[src/rtl/mrisc_ctrl_pkg.sv]
// Shared encodings for the KGP-miniRISC multi-cycle control unit.
// Imported by the control FSM, the decoder, data_path and benches.
package mrisc_ctrl_pkg;

  localparam int OPW  = 6;
  localparam int ALUW = 4;
  localparam int BRW  = 5;

  typedef enum logic [2:0] {
    S_FETCH,
    S_DECODE,
    S_EXEC,
    S_MEM,
    S_WB,
    S_HALT
  } state_t;

  typedef enum logic [2:0] {
    CL_ALU,
    CL_LW,
    CL_SW,
    CL_BR,
    CL_HALT
  } cls_t;

  localparam logic [OPW-1:0] OP_RTYPE = 6'd0;
  localparam logic [OPW-1:0] OP_ADDI  = 6'd1;
  localparam logic [OPW-1:0] OP_COMPI = 6'd2;
  localparam logic [OPW-1:0] OP_LW    = 6'd3;
  localparam logic [OPW-1:0] OP_SW    = 6'd4;
  localparam logic [OPW-1:0] OP_B     = 6'd5;
  localparam logic [OPW-1:0] OP_BR    = 6'd6;
  localparam logic [OPW-1:0] OP_BLTZ  = 6'd7;
  localparam logic [OPW-1:0] OP_BZ    = 6'd8;
  localparam logic [OPW-1:0] OP_BNZ   = 6'd9;
  localparam logic [OPW-1:0] OP_BL    = 6'd10;
  localparam logic [OPW-1:0] OP_BCY   = 6'd11;
  localparam logic [OPW-1:0] OP_BNCY  = 6'd12;
  localparam logic [OPW-1:0] OP_HALT  = 6'd63;

  localparam logic [OPW-1:0] FUNC_MAX = 6'd10;

  localparam logic [ALUW-1:0] ALU_ADD   = 4'd0;
  localparam logic [ALUW-1:0] ALU_COMP  = 4'd1;
  localparam logic [ALUW-1:0] ALU_AND   = 4'd2;
  localparam logic [ALUW-1:0] ALU_XOR   = 4'd3;
  localparam logic [ALUW-1:0] ALU_SHLL  = 4'd4;
  localparam logic [ALUW-1:0] ALU_SHRL  = 4'd5;
  localparam logic [ALUW-1:0] ALU_SHLLV = 4'd6;
  localparam logic [ALUW-1:0] ALU_SHRLV = 4'd7;
  localparam logic [ALUW-1:0] ALU_SHRA  = 4'd8;
  localparam logic [ALUW-1:0] ALU_SHRAV = 4'd9;
  localparam logic [ALUW-1:0] ALU_DIFF  = 4'd10;

  localparam logic [BRW-1:0] BR_NONE = 5'd0;
  localparam logic [BRW-1:0] BR_B    = 5'd1;
  localparam logic [BRW-1:0] BR_BR   = 5'd2;
  localparam logic [BRW-1:0] BR_BLTZ = 5'd3;
  localparam logic [BRW-1:0] BR_BZ   = 5'd4;
  localparam logic [BRW-1:0] BR_BNZ  = 5'd5;
  localparam logic [BRW-1:0] BR_BL   = 5'd6;
  localparam logic [BRW-1:0] BR_BCY  = 5'd7;
  localparam logic [BRW-1:0] BR_BNCY = 5'd8;

  localparam logic [1:0] REGW_NONE = 2'b00;
  localparam logic [1:0] REGW_RS   = 2'b01;
  localparam logic [1:0] REGW_LINK = 2'b10;

  localparam logic [1:0] WBSEL_DMEM = 2'b00;
  localparam logic [1:0] WBSEL_PC4  = 2'b01;
  localparam logic [1:0] WBSEL_ALU  = 2'b10;

  typedef struct packed {
    logic            imm_mux;
    logic            alu_mux;
    logic [ALUW-1:0] alu_op;
    logic [1:0]      wb_sel;
    logic [BRW-1:0]  br_op;
    logic [1:0]      regw;
  } ctrl_t;

endpackage

[src/rtl/mrisc_decode.sv]
// Combinational opcode/func decoder producing the control bundle,
// instruction class and an illegal flag for the control FSM.
module mrisc_decode
  import mrisc_ctrl_pkg::*;
(
  input  logic [OPW-1:0] opcode,
  input  logic [OPW-1:0] func,
  output ctrl_t          ctrl,
  output cls_t           cls,
  output logic           illegal
);

  always_comb begin
    ctrl    = '0;
    cls     = CL_ALU;
    illegal = 1'b0;
    case (opcode)
      OP_RTYPE: begin
        if (func > FUNC_MAX) begin
          illegal = 1'b1;
        end else begin
          ctrl.alu_op = func[ALUW-1:0];
          ctrl.wb_sel = WBSEL_ALU;
          ctrl.regw   = REGW_RS;
        end
      end
      OP_ADDI, OP_COMPI: begin
        ctrl.alu_mux = 1'b1;
        ctrl.alu_op  = (opcode == OP_COMPI) ? ALU_COMP : ALU_ADD;
        ctrl.wb_sel  = WBSEL_ALU;
        ctrl.regw    = REGW_RS;
      end
      OP_LW: begin
        cls          = CL_LW;
        ctrl.imm_mux = 1'b1;
        ctrl.alu_mux = 1'b1;
        ctrl.wb_sel  = WBSEL_DMEM;
        ctrl.regw    = REGW_RS;
      end
      OP_SW: begin
        cls          = CL_SW;
        ctrl.imm_mux = 1'b1;
        ctrl.alu_mux = 1'b1;
      end
      OP_B, OP_BR, OP_BLTZ, OP_BZ,
      OP_BNZ, OP_BL, OP_BCY, OP_BNCY: begin
        cls = CL_BR;
        // branch codes follow opcode order starting at b = 1
        ctrl.br_op = opcode[BRW-1:0] - 5'd4;
        if (opcode == OP_BL) begin
          ctrl.regw   = REGW_LINK;
          ctrl.wb_sel = WBSEL_PC4;
        end
      end
      OP_HALT: cls = CL_HALT;
      default: illegal = 1'b1;
    endcase
  end

endmodule

[src/rtl/mrisc_control_fsm.sv]
// Multi-cycle FETCH/DECODE/EXEC/MEM/WB sequencer driving the
// KGP-miniRISC data_path control inputs.
module mrisc_control_fsm
  import mrisc_ctrl_pkg::*;
#(
  parameter int OPW  = 6,
  parameter int ALUW = 4,
  parameter int BRW  = 5
) (
  input  logic            clk,
  input  logic            rst,
  input  logic [OPW-1:0]  opcode,
  input  logic [OPW-1:0]  func,
  output logic            ir_write,
  output logic            pc_write,
  output logic [1:0]      reg_write,
  output logic            imm_mux_ctrl,
  output logic            alu_mux_ctrl,
  output logic [ALUW-1:0] alu_op,
  output logic            dmem_enable,
  output logic            dmem_write_enable,
  output logic [1:0]      reg_write_mux_ctrl,
  output logic [BRW-1:0]  br_op,
  output logic            halted,
  output logic            illegal
);

  state_t state, state_nx;
  ctrl_t  dec, held;
  cls_t   dec_cls, held_cls;
  logic   dec_illegal;

  mrisc_decode u_decode (
    .opcode  (opcode),
    .func    (func),
    .ctrl    (dec),
    .cls     (dec_cls),
    .illegal (dec_illegal)
  );

  always_ff @(posedge clk) begin
    if (rst) begin
      state    <= S_FETCH;
      held     <= '0;
      held_cls <= CL_ALU;
    end else begin
      state <= state_nx;
      if (state == S_DECODE && state_nx == S_EXEC) begin
        held     <= dec;
        held_cls <= dec_cls;
      end else if (state_nx == S_FETCH) begin
        held     <= '0;
        held_cls <= CL_ALU;
      end
    end
  end

  always_comb begin
    state_nx          = state;
    ir_write          = 1'b0;
    pc_write          = 1'b0;
    reg_write         = REGW_NONE;
    dmem_enable       = 1'b0;
    dmem_write_enable = 1'b0;
    halted            = 1'b0;
    illegal           = 1'b0;
    case (state)
      S_FETCH: begin
        ir_write = 1'b1;
        state_nx = S_DECODE;
      end
      S_DECODE: begin
        if (dec_cls == CL_HALT) begin
          state_nx = S_HALT;
        end else if (dec_illegal) begin
          illegal  = 1'b1;
          pc_write = 1'b1;
          state_nx = S_FETCH;
        end else begin
          state_nx = S_EXEC;
        end
      end
      S_EXEC: begin
        case (held_cls)
          CL_LW, CL_SW: state_nx = S_MEM;
          CL_BR: begin
            pc_write  = 1'b1;
            reg_write = held.regw;
            state_nx  = S_FETCH;
          end
          default: state_nx = S_WB;
        endcase
      end
      S_MEM: begin
        dmem_enable = 1'b1;
        if (held_cls == CL_SW) begin
          dmem_write_enable = 1'b1;
          pc_write          = 1'b1;
          state_nx          = S_FETCH;
        end else begin
          state_nx = S_WB;
        end
      end
      S_WB: begin
        reg_write   = held.regw;
        pc_write    = 1'b1;
        dmem_enable = (held_cls == CL_LW);
        state_nx    = S_FETCH;
      end
      S_HALT: halted = 1'b1;
      default: state_nx = S_FETCH;
    endcase
    // strobes stay quiet for the whole reset cycle, including FETCH
    if (rst) begin
      ir_write          = 1'b0;
      pc_write          = 1'b0;
      reg_write         = REGW_NONE;
      dmem_enable       = 1'b0;
      dmem_write_enable = 1'b0;
      halted            = 1'b0;
      illegal           = 1'b0;
    end
  end

  assign imm_mux_ctrl       = held.imm_mux;
  assign alu_mux_ctrl       = held.alu_mux;
  assign alu_op             = held.alu_op;
  assign reg_write_mux_ctrl = held.wb_sel;
  assign br_op              = held.br_op;

endmodule

[config.mk]
export PLATFORM = sky130hd
export DESIGN_NAME = mrisc_control_fsm
export DESIGN_NICKNAME = d
export VERILOG_FILES = /design/src/rtl/mrisc_ctrl_pkg.sv /design/src/rtl/mrisc_decode.sv /design/src/rtl/mrisc_control_fsm.sv
export SDC_FILE = /design/constraint.sdc
export NUM_CORES = 1
export LEC_CHECK = 0
export CORE_ASPECT_RATIO = 1.25
export CORE_MARGIN = 10
export CORE_UTILIZATION = 50
export DETAILED_ROUTE_END_ITERATION = 8
export PLACE_DENSITY = 0.91
export SLEW_MARGIN = 0
export SYNTH_ARGS = -nofsm -noshare
export SYNTH_HDL_FRONTEND = slang
export SYNTH_HIERARCHICAL = 1
export SYNTH_SLANG_ARGS = --single-unit
[constraint.sdc]
create_clock -name clk -period 4.7 [get_ports clk]
set_input_delay 0.94 -clock clk [delete_from_list [all_inputs] [get_ports clk]]
set_output_delay 0.94 -clock clk [all_outputs]
set_load 0.005 [all_outputs]
==> results of run 1 <==
[cell families (layout without fill, tap and decap cells)]
kind of cell	count (synthesis)	after routing	synth area share, %
fa+ha+maj	4	4	3.33
flops	21	21	27.9
compound gates	57	57	28.9
xor+xnor	3	3	1.75
buf+inv	32	58	13.5
simple gates	66	66	24.5
[path summary, 6_finish.rpt]
path | start | end | slack (ns) | cells past startpoint
max reg2reg | state[1] | alu_op[0] | 2.85 | 4
max | opcode[1] | pc_write | 0.10 | 8
min reg2reg | imm_mux_ctrl | imm_mux_ctrl | 0.52 | 2
min | imm_mux_ctrl | imm_mux_ctrl | 0.52 | 2
[Yosys cell counts (4+ instances only)]
master / instances / area, µm²
dfxtp_1: 21 / 420
buf_6: 4 / 45.0
o21ai_0: 6 / 30.0
buf_4: 13 / 97.6
a311oi_1: 13 / 114
inv_1: 6 / 22.5
nor2_1: 15 / 56.3
a21oi_1: 23 / 115
a311oi_2: 4 / 60.1
nand2_1: 23 / 86.3
ha_1: 4 / 50.1
clkbuf_1: 5 / 18.8
[state kept, by name, indices dropped and copies added, names as in the netlist]
name                cells
alu_mux_ctrl            1
reg_write_mux_ctrl      2
br_op                   5
alu_op                  4
state                   3
held_cls                3
held                    2
imm_mux_ctrl            1
[cell usage in the layout (no fill, tap or decap), drive strengths merged, types with 4 or more instances in the layout]
| master | n |
|---|---|
| clkdlybuf4s50 | 32 |
| a21oi | 23 |
| nand2 | 23 |
| dfxtp | 21 |
| a311oi | 17 |
| nor2 | 15 |
| buf | 14 |
| o21ai | 7 |
| inv | 6 |
| ha | 4 |
| clkbuf | 4 |
| and2 | 4 |
[power by group through the flow]
stage          combinational, mW  clock, mW  sequential [mW]
2_1_floorplan             0.0469          0            0.186
3_3_place_gp              0.0742          0            0.187
3_5_place_dp              0.0756          0            0.187
4_1_cts                   0.0765     0.0911            0.183
5_1_grt                   0.0874     0.0964            0.183
6_report                  0.0800     0.0879            0.183
[worst max-delay path: cells and delay by family]
kind,cells,cell delay [ns]
AND/OR/NAND/NOR,4,1.28
buffers and inverters,2,0.97
AO/OA/AOI/OAI,2,0.47
[routing by layer]
layer,vias up,track usage (%)
met5,-,0
li1,710,-
met2,38,24.8
met3,4,2.68
met4,0,3.43
met1,690,14.6
[final cells by class]
| cell class | count | share of cell area [%] |
|---|---|---|
| sequential | 21 | 22.5 |
| clock buffer | 4 | 1.40 |
| timing repair buffer | 48 | 24.1 |
| inverter | 6 | 1.20 |
| multi-input combinational | 130 | 48.4 |
| tap | 36 | 2.41 |
[repair_timing]
action | 4_1_cts | 5_1_grt
pin swaps | 0 | 2
gates resized for setup | 2 | 9
buffers inserted | 0 | 1
cloned | 0 | 0
endpoints found under the setup margin | 2 | 2
==> metrics.cfg, run 1 <==
[job]
maxCapViolations = 0

[route]
drc = 0
drtAntennaViolNets = 0
avgViaCountPerCell = 5.89
vias = 1442
drt_iter0_markers = 81
wl_met2_um = 2030
met1Wirelength_um = 1620
drt_wl_total_um = 3840
wl_per_cell_um = 15.7
top_layer = met4
wl_met3_um = 165
dr.pass1.iters = 4

[setup_path]
arrival_ns = 3.66
critPathRequiredTime_ns = 3.76
path_common_cell = clkdlybuf4s50_1
cp_slowest_cell = or4_4
crit_path_max_fanout = 7
cpPeakStageDelay_ns = 0.59
critPathLaunchType = input port
critPathKind = in -> out
crit_chain = clkdlybuf4s50_1 > or4_4 > a211o_2 > nand4_1 > o31ai_2 > nor3b_2 > or3_1 > clkdlybuf4s50_1
cp-end-kind = output pin

[yosys]
ys_warn_count = 6
synthDistinctLibCells = 46
ys_dominant_reg_cell = dfxtp_1
ys_ff_latch = 21
netlist_area_um2 = 1510
yosysSeqAreaShare_pct = 27.9
syn_area_per_cell_um2 = 8.23
synthArstFlopShare_pct = 0
synth_cells = 183
synth_fp_nets = 201
synth_edf_count = 0

[power]
switchingPower_mw = 0.102
seq_power_share_pct = 52.1
irDropWorstVdd_v = 0.000162
power_density_nw_per_um2 = 188
combPwrFrac_pct = 22.8
power_mw = 0.351
sw_frac_of_total_pct = 29.1
p_leak_nw = 0.621
power_frac_clock_pct = 25.1
intPower_mw = 0.249

[timing]
layout_setup_ws_ns = 0.104
fmax_ghz = 0.218
worstMarginPinSlew_ns = 0.786
slew_headroom_pct = 47.6
hold_violations = 0
layout_min_cycle_time_ns = 4.60
finalCritPeriodShare_pct = 97.8
finalSetupViolCount = 0
fin_skew_ns = 0.0125
hold_slack_ns = 0.525
fin_setup_tns_ns = 0
slew_viol_final = 0

[placement]
post_dp_cell_area_um2 = 1810
pre_cts_ws_ns = -0.0849
placedCellCount = 240
portBuffers = 34
gp_congestion = 0.861
hpwl_um = 2780

[cts]
cts.path.max_buffers = 2
clock_latency_ns = 0.30
cts.sinks = 21
htree_levels = 1
cts_hold_buffers = 0
root_buffer = clkbuf_4
cts_tree = done
cts_buffers = 3
clk_pin_slew_worst_paths_ns = 0.13

[layout]
area_delta_synth_final_pct = 24.3
multiInputGateArea_um2 = 906
final_util_pct = 64.1
regArea_um2 = 420
fin_area_um2 = 1870
final_cells = 245
fin_nets = 228
nFillCells = 263
drive_gt1_share_pct = 19.1
n_antenna_cell = 0

[floorplan]
core_area_um2 = 2920
die_w_um = 69.1
dieHeight_um = 81.3
io_pins = 35
start_util_pct = 51.6
fp-row-count = 22
die_area_um2 = 5620

[grt]
antenna_found_initial = 0
grt_pass1_vias = 1386
grt_max_degree = 21
grt.total_usage_pct = 13.1
grt_overflow = 0
grt_pass1_wl_um = 6400

[run_status]
status = complete, no violations

[hold_path]
holdCritPathClass = reg -> reg

No activity file was read; power rests on OpenSTA's default activity.
==> run 2, diff against run 1 <==
- SKIP_CTS_REPAIR_TIMING: unset -> 1
==> results of run 2 <==
The final DEF is identical to that of run 1; final timing and power are the same.
==> run 3, diff against run 2 <==
- PLACE_DENSITY: 0.91 -> 0.93
- SYNTH_HIERARCHICAL: 1 -> unset
==> metrics.cfg, run 3 <==
[timing]
finalCritPeriodShare_pct = 90.2  ; was 97.8%
hold_violations = 0  ; unchanged
layout_min_cycle_time_ns = 4.24  ; was 4.60 ns
rsz0062_at_grt = no
finalSetupViolCount = 0  ; unchanged
fin_setup_tns_ns = 0  ; unchanged
worstMarginPinSlew_ns = 0.975  ; was 0.786 ns
fin_skew_ns = 0.00111  ; was 0.0125 ns
slew_viol_final = 0  ; unchanged
slew_headroom_pct = 35.0  ; was 47.6%
fmax_ghz = 0.236  ; was 0.218 GHz

[yosys]
synth_fp_nets = 171  ; was 201
synth_cells = 153  ; was 183
synthDistinctLibCells = 49  ; was 46
yosysSeqAreaShare_pct = 30.2  ; was 27.9%
yosys.area.top_type = dfxtp_1  ; unchanged
ys_ff_latch = 20  ; was 21
synthArstFlopShare_pct = 0  ; unchanged
synthTopCellsByArea = dfxtp_1 30%, buf_4 6.8%, o32ai_1 6.0%, o32ai_2 4.9%, nand2b_1 4.7%  ; was dfxtp_1 28%, a21oi_1 7.6%, a311oi_1 7.6%, buf_4 6.5%, nand2_1 5.7%
ys_warn_count = 0  ; was 6
syn_area_per_cell_um2 = 8.65  ; was 8.23 µm²
yosys-top-cells-count = 20 x dfxtp_1, 16 x inv_1, 12 x buf_4  ; was 23 x a21oi_1, 23 x nand2_1, 21 x dfxtp_1
ys_dominant_reg_cell = dfxtp_1  ; unchanged
synth.most_common_cell = dfxtp_1
yosysTopAreaCellShare_pct = 30.2  ; was 27.9%
netlist_area_um2 = 1320  ; was 1510 µm²
synth_edf_count = 0  ; unchanged

[cts]
cts.path.max_buffers = 2  ; unchanged
clock_latency_ns = 0.31  ; was 0.30 ns
cts.sinks = 20  ; was 21
root_buffer = clkbuf_4  ; unchanged
cts_buffers = 3  ; unchanged
clk_pin_slew_worst_paths_ns = 0.12  ; was 0.13 ns
cts_tree = done  ; unchanged
htree_levels = 1  ; unchanged

[route]
drc = 0  ; unchanged
wl_per_cell_um = 16.7  ; was 15.7 µm
drtAntennaViolNets = 0  ; unchanged
drt_iter0_markers = 65  ; was 81
drt_wl_total_um = 3460  ; was 3840 µm
dr.pass1.iters = 4  ; unchanged
vias = 1230  ; was 1442
avgViaCountPerCell = 5.94  ; was 5.89

[setup_path]
cp-end-kind = output pin  ; unchanged
critPathLaunchType = input port  ; unchanged
r2r_start = state[0]  ; was state[1]
r2r_end = br_op[1]  ; was alu_op[0]
arrival_ns = 3.30  ; was 3.66 ns
crit_path_max_fanout = 10  ; was 7
r2r_cells = 4  ; unchanged
regToRegSetupSlack_ns = 2.63  ; was 2.85 ns
critPathKind = in -> out  ; unchanged
crit_path_end = pc_write  ; unchanged
critPathLaunch = opcode[2]  ; was opcode[1]
critPathRequiredTime_ns = 3.76  ; about the same

[power]
irDropWorstVdd_v = 0.000171  ; was 0.000162 V
power_frac_clock_pct = 36.7  ; was 25.1%
intPower_mw = 0.290  ; was 0.249 mW
p_leak_nw = 0.550  ; was 0.621 nW
power_mw = 0.388  ; was 0.351 mW
combPwrFrac_pct = 17.8  ; was 22.8%
sw_frac_of_total_pct = 25.2  ; was 29.1%
power_density_nw_per_um2 = 236  ; was 188 nW/µm²
switchingPower_mw = 0.0977  ; was 0.102 mW
seq_power_share_pct = 45.5  ; was 52.1%

[grt]
grt_max_degree = 18  ; was 21
grt.total_usage_pct = 13.6  ; was 13.1%
grt_overflow = 0  ; unchanged
antenna_found_initial = 0  ; unchanged
grt_pass1_wl_um = 5940  ; was 6400 µm
grt_pass1_vias = 1282  ; was 1386

[layout]
most-common-layout-cells = 34 x clkdlybuf4s50_1, 20 x dfxtp_1, 16 x inv_1  ; was 32 x clkdlybuf4s50_1, 23 x a21oi_1, 23 x nand2_1
n_antenna_cell = 0  ; unchanged
largest_register_ffs = 5  ; unchanged
layout_commonest_cell = clkdlybuf4s50_1  ; unchanged
area_delta_synth_final_pct = 24.1  ; was 24.3%
final_util_pct = 66.3  ; was 64.1%
fin_nets = 193  ; was 228
drive_gt1_share_pct = 9.77  ; was 19.1%

[placement]
portBuffers = 34  ; unchanged
hpwl_um = 2500  ; was 2780 µm
gp_congestion = 0.820  ; was 0.861

[run_status]
status = complete, no violations  ; unchanged

[floorplan]
start_util_pct = 53.4  ; was 51.6%
dieHeight_um = 77.5  ; was 81.3 µm
core_area_um2 = 2480  ; was 2920 µm²
fp-row-count = 20  ; was 22
die_area_um2 = 5120  ; was 5620 µm²
die_w_um = 66.0  ; was 69.1 µm
io_pins = 35  ; unchanged

[job]
maxCapViolations = 0  ; unchanged

[hold_path]
worstHoldPathCells = 2  ; unchanged
holdCritPathClass = reg -> reg  ; unchanged

==> run 3: cell types whose count changed in the layout (fill, tap and decap cells not counted), sizes merged, moves of 9 or more <==
cell	previous run	this run
a21oi	23	5
a311oi	17	0
buf	14	1
inv	6	16
nand2	23	7
nand2b	1	10
o32ai	0	13
==> run 3: kinds of logic after synthesis <==
group,after synthesis,synth area share (%)
adder cells (fa/ha/maj),4,3.78
XOR/XNOR,2,1.32
AO/OA/AOI/OAI,43,27.6
flip-flops,20,30.2
buffers and inverters,34,13.8
AND/OR/NAND/NOR,49,22.5
multiplexers,1,0.756
==> run 3: area by class of cell <==
| cell class | instances | area, µm² |
|---|---|---|
| Clock buffer | 3 | 22.5 |
| Inverter | 16 | 60.1 |
| Tap cell | 33 | 41.3 |
| Timing Repair Buffer | 35 | 348 |
| Sequential cell | 20 | 400 |
| Fill cell | 195 | 835 |
| Multi-Input combinational cell | 99 | 741 |
| Clock inverter | 1 | 30.0 |
==> run 3: worst min-delay path by stage <==
stage,startpoint,endpoint,slack [ns]
after floorplan,alu_op[1],alu_op[1],0.45
after global placement,alu_op[2],alu_op[2],0.47
after detailed placement,alu_op[1],alu_op[1],0.47
after CTS,alu_op[1],alu_op[1],0.49
after global routing,imm_mux_ctrl,imm_mux_ctrl,0.51
final,alu_op[1],alu_op[1],0.49
==> run 3: critical path: stages <==
cell and delay, ns:
clkdlybuf4s50_1 0.54, inv_1 0.09, ha_1 0.31, a2111o_1 0.48
a31o_2 0.31, a21oi_2 0.11, clkdlybuf4s50_1 0.52
==> run 3: per-stage QoR <==
stage / hold slack, ns / cells / area (µm²) / setup WS, ns
after detailed placement: 0.474 / 203 / 1590 / 0.510
after global placement: 0.466 / 203 / 1590 / 0.580
after CTS: 0.491 / 207 / 1640 / 0.481
after global routing: 0.513 / 207 / 1640 / 0.399
final: 0.490 / 207 / 1640 / 0.461
after floorplan: 0.455 / 153 / 1320 / 1.63
==> run 3: layer usage <==
metal | wire [µm] | vias up | track usage [%] | share of wire (%)
met5 | 0 | - | 0 | 0
met4 | 69 | 0 | 4.62 | 2.0
met3 | 290 | 12 | 4.02 | 8.4
met2 | 1710 | 54 | 23.4 | 50
met1 | 1390 | 576 | 15.5 | 40
li1 | - | 588 | - | -
==> run 3: power groups by stage <==
stage | logic [mW] | clock network (mW) | registers [mW]
final | 0.0689 | 0.142 | 0.176
after floorplan | 0.0443 | 0 | 0.178
after global placement | 0.0641 | 0 | 0.180
after CTS | 0.0679 | 0.143 | 0.176
after global routing | 0.0746 | 0.150 | 0.177
after detailed placement | 0.0662 | 0 | 0.180
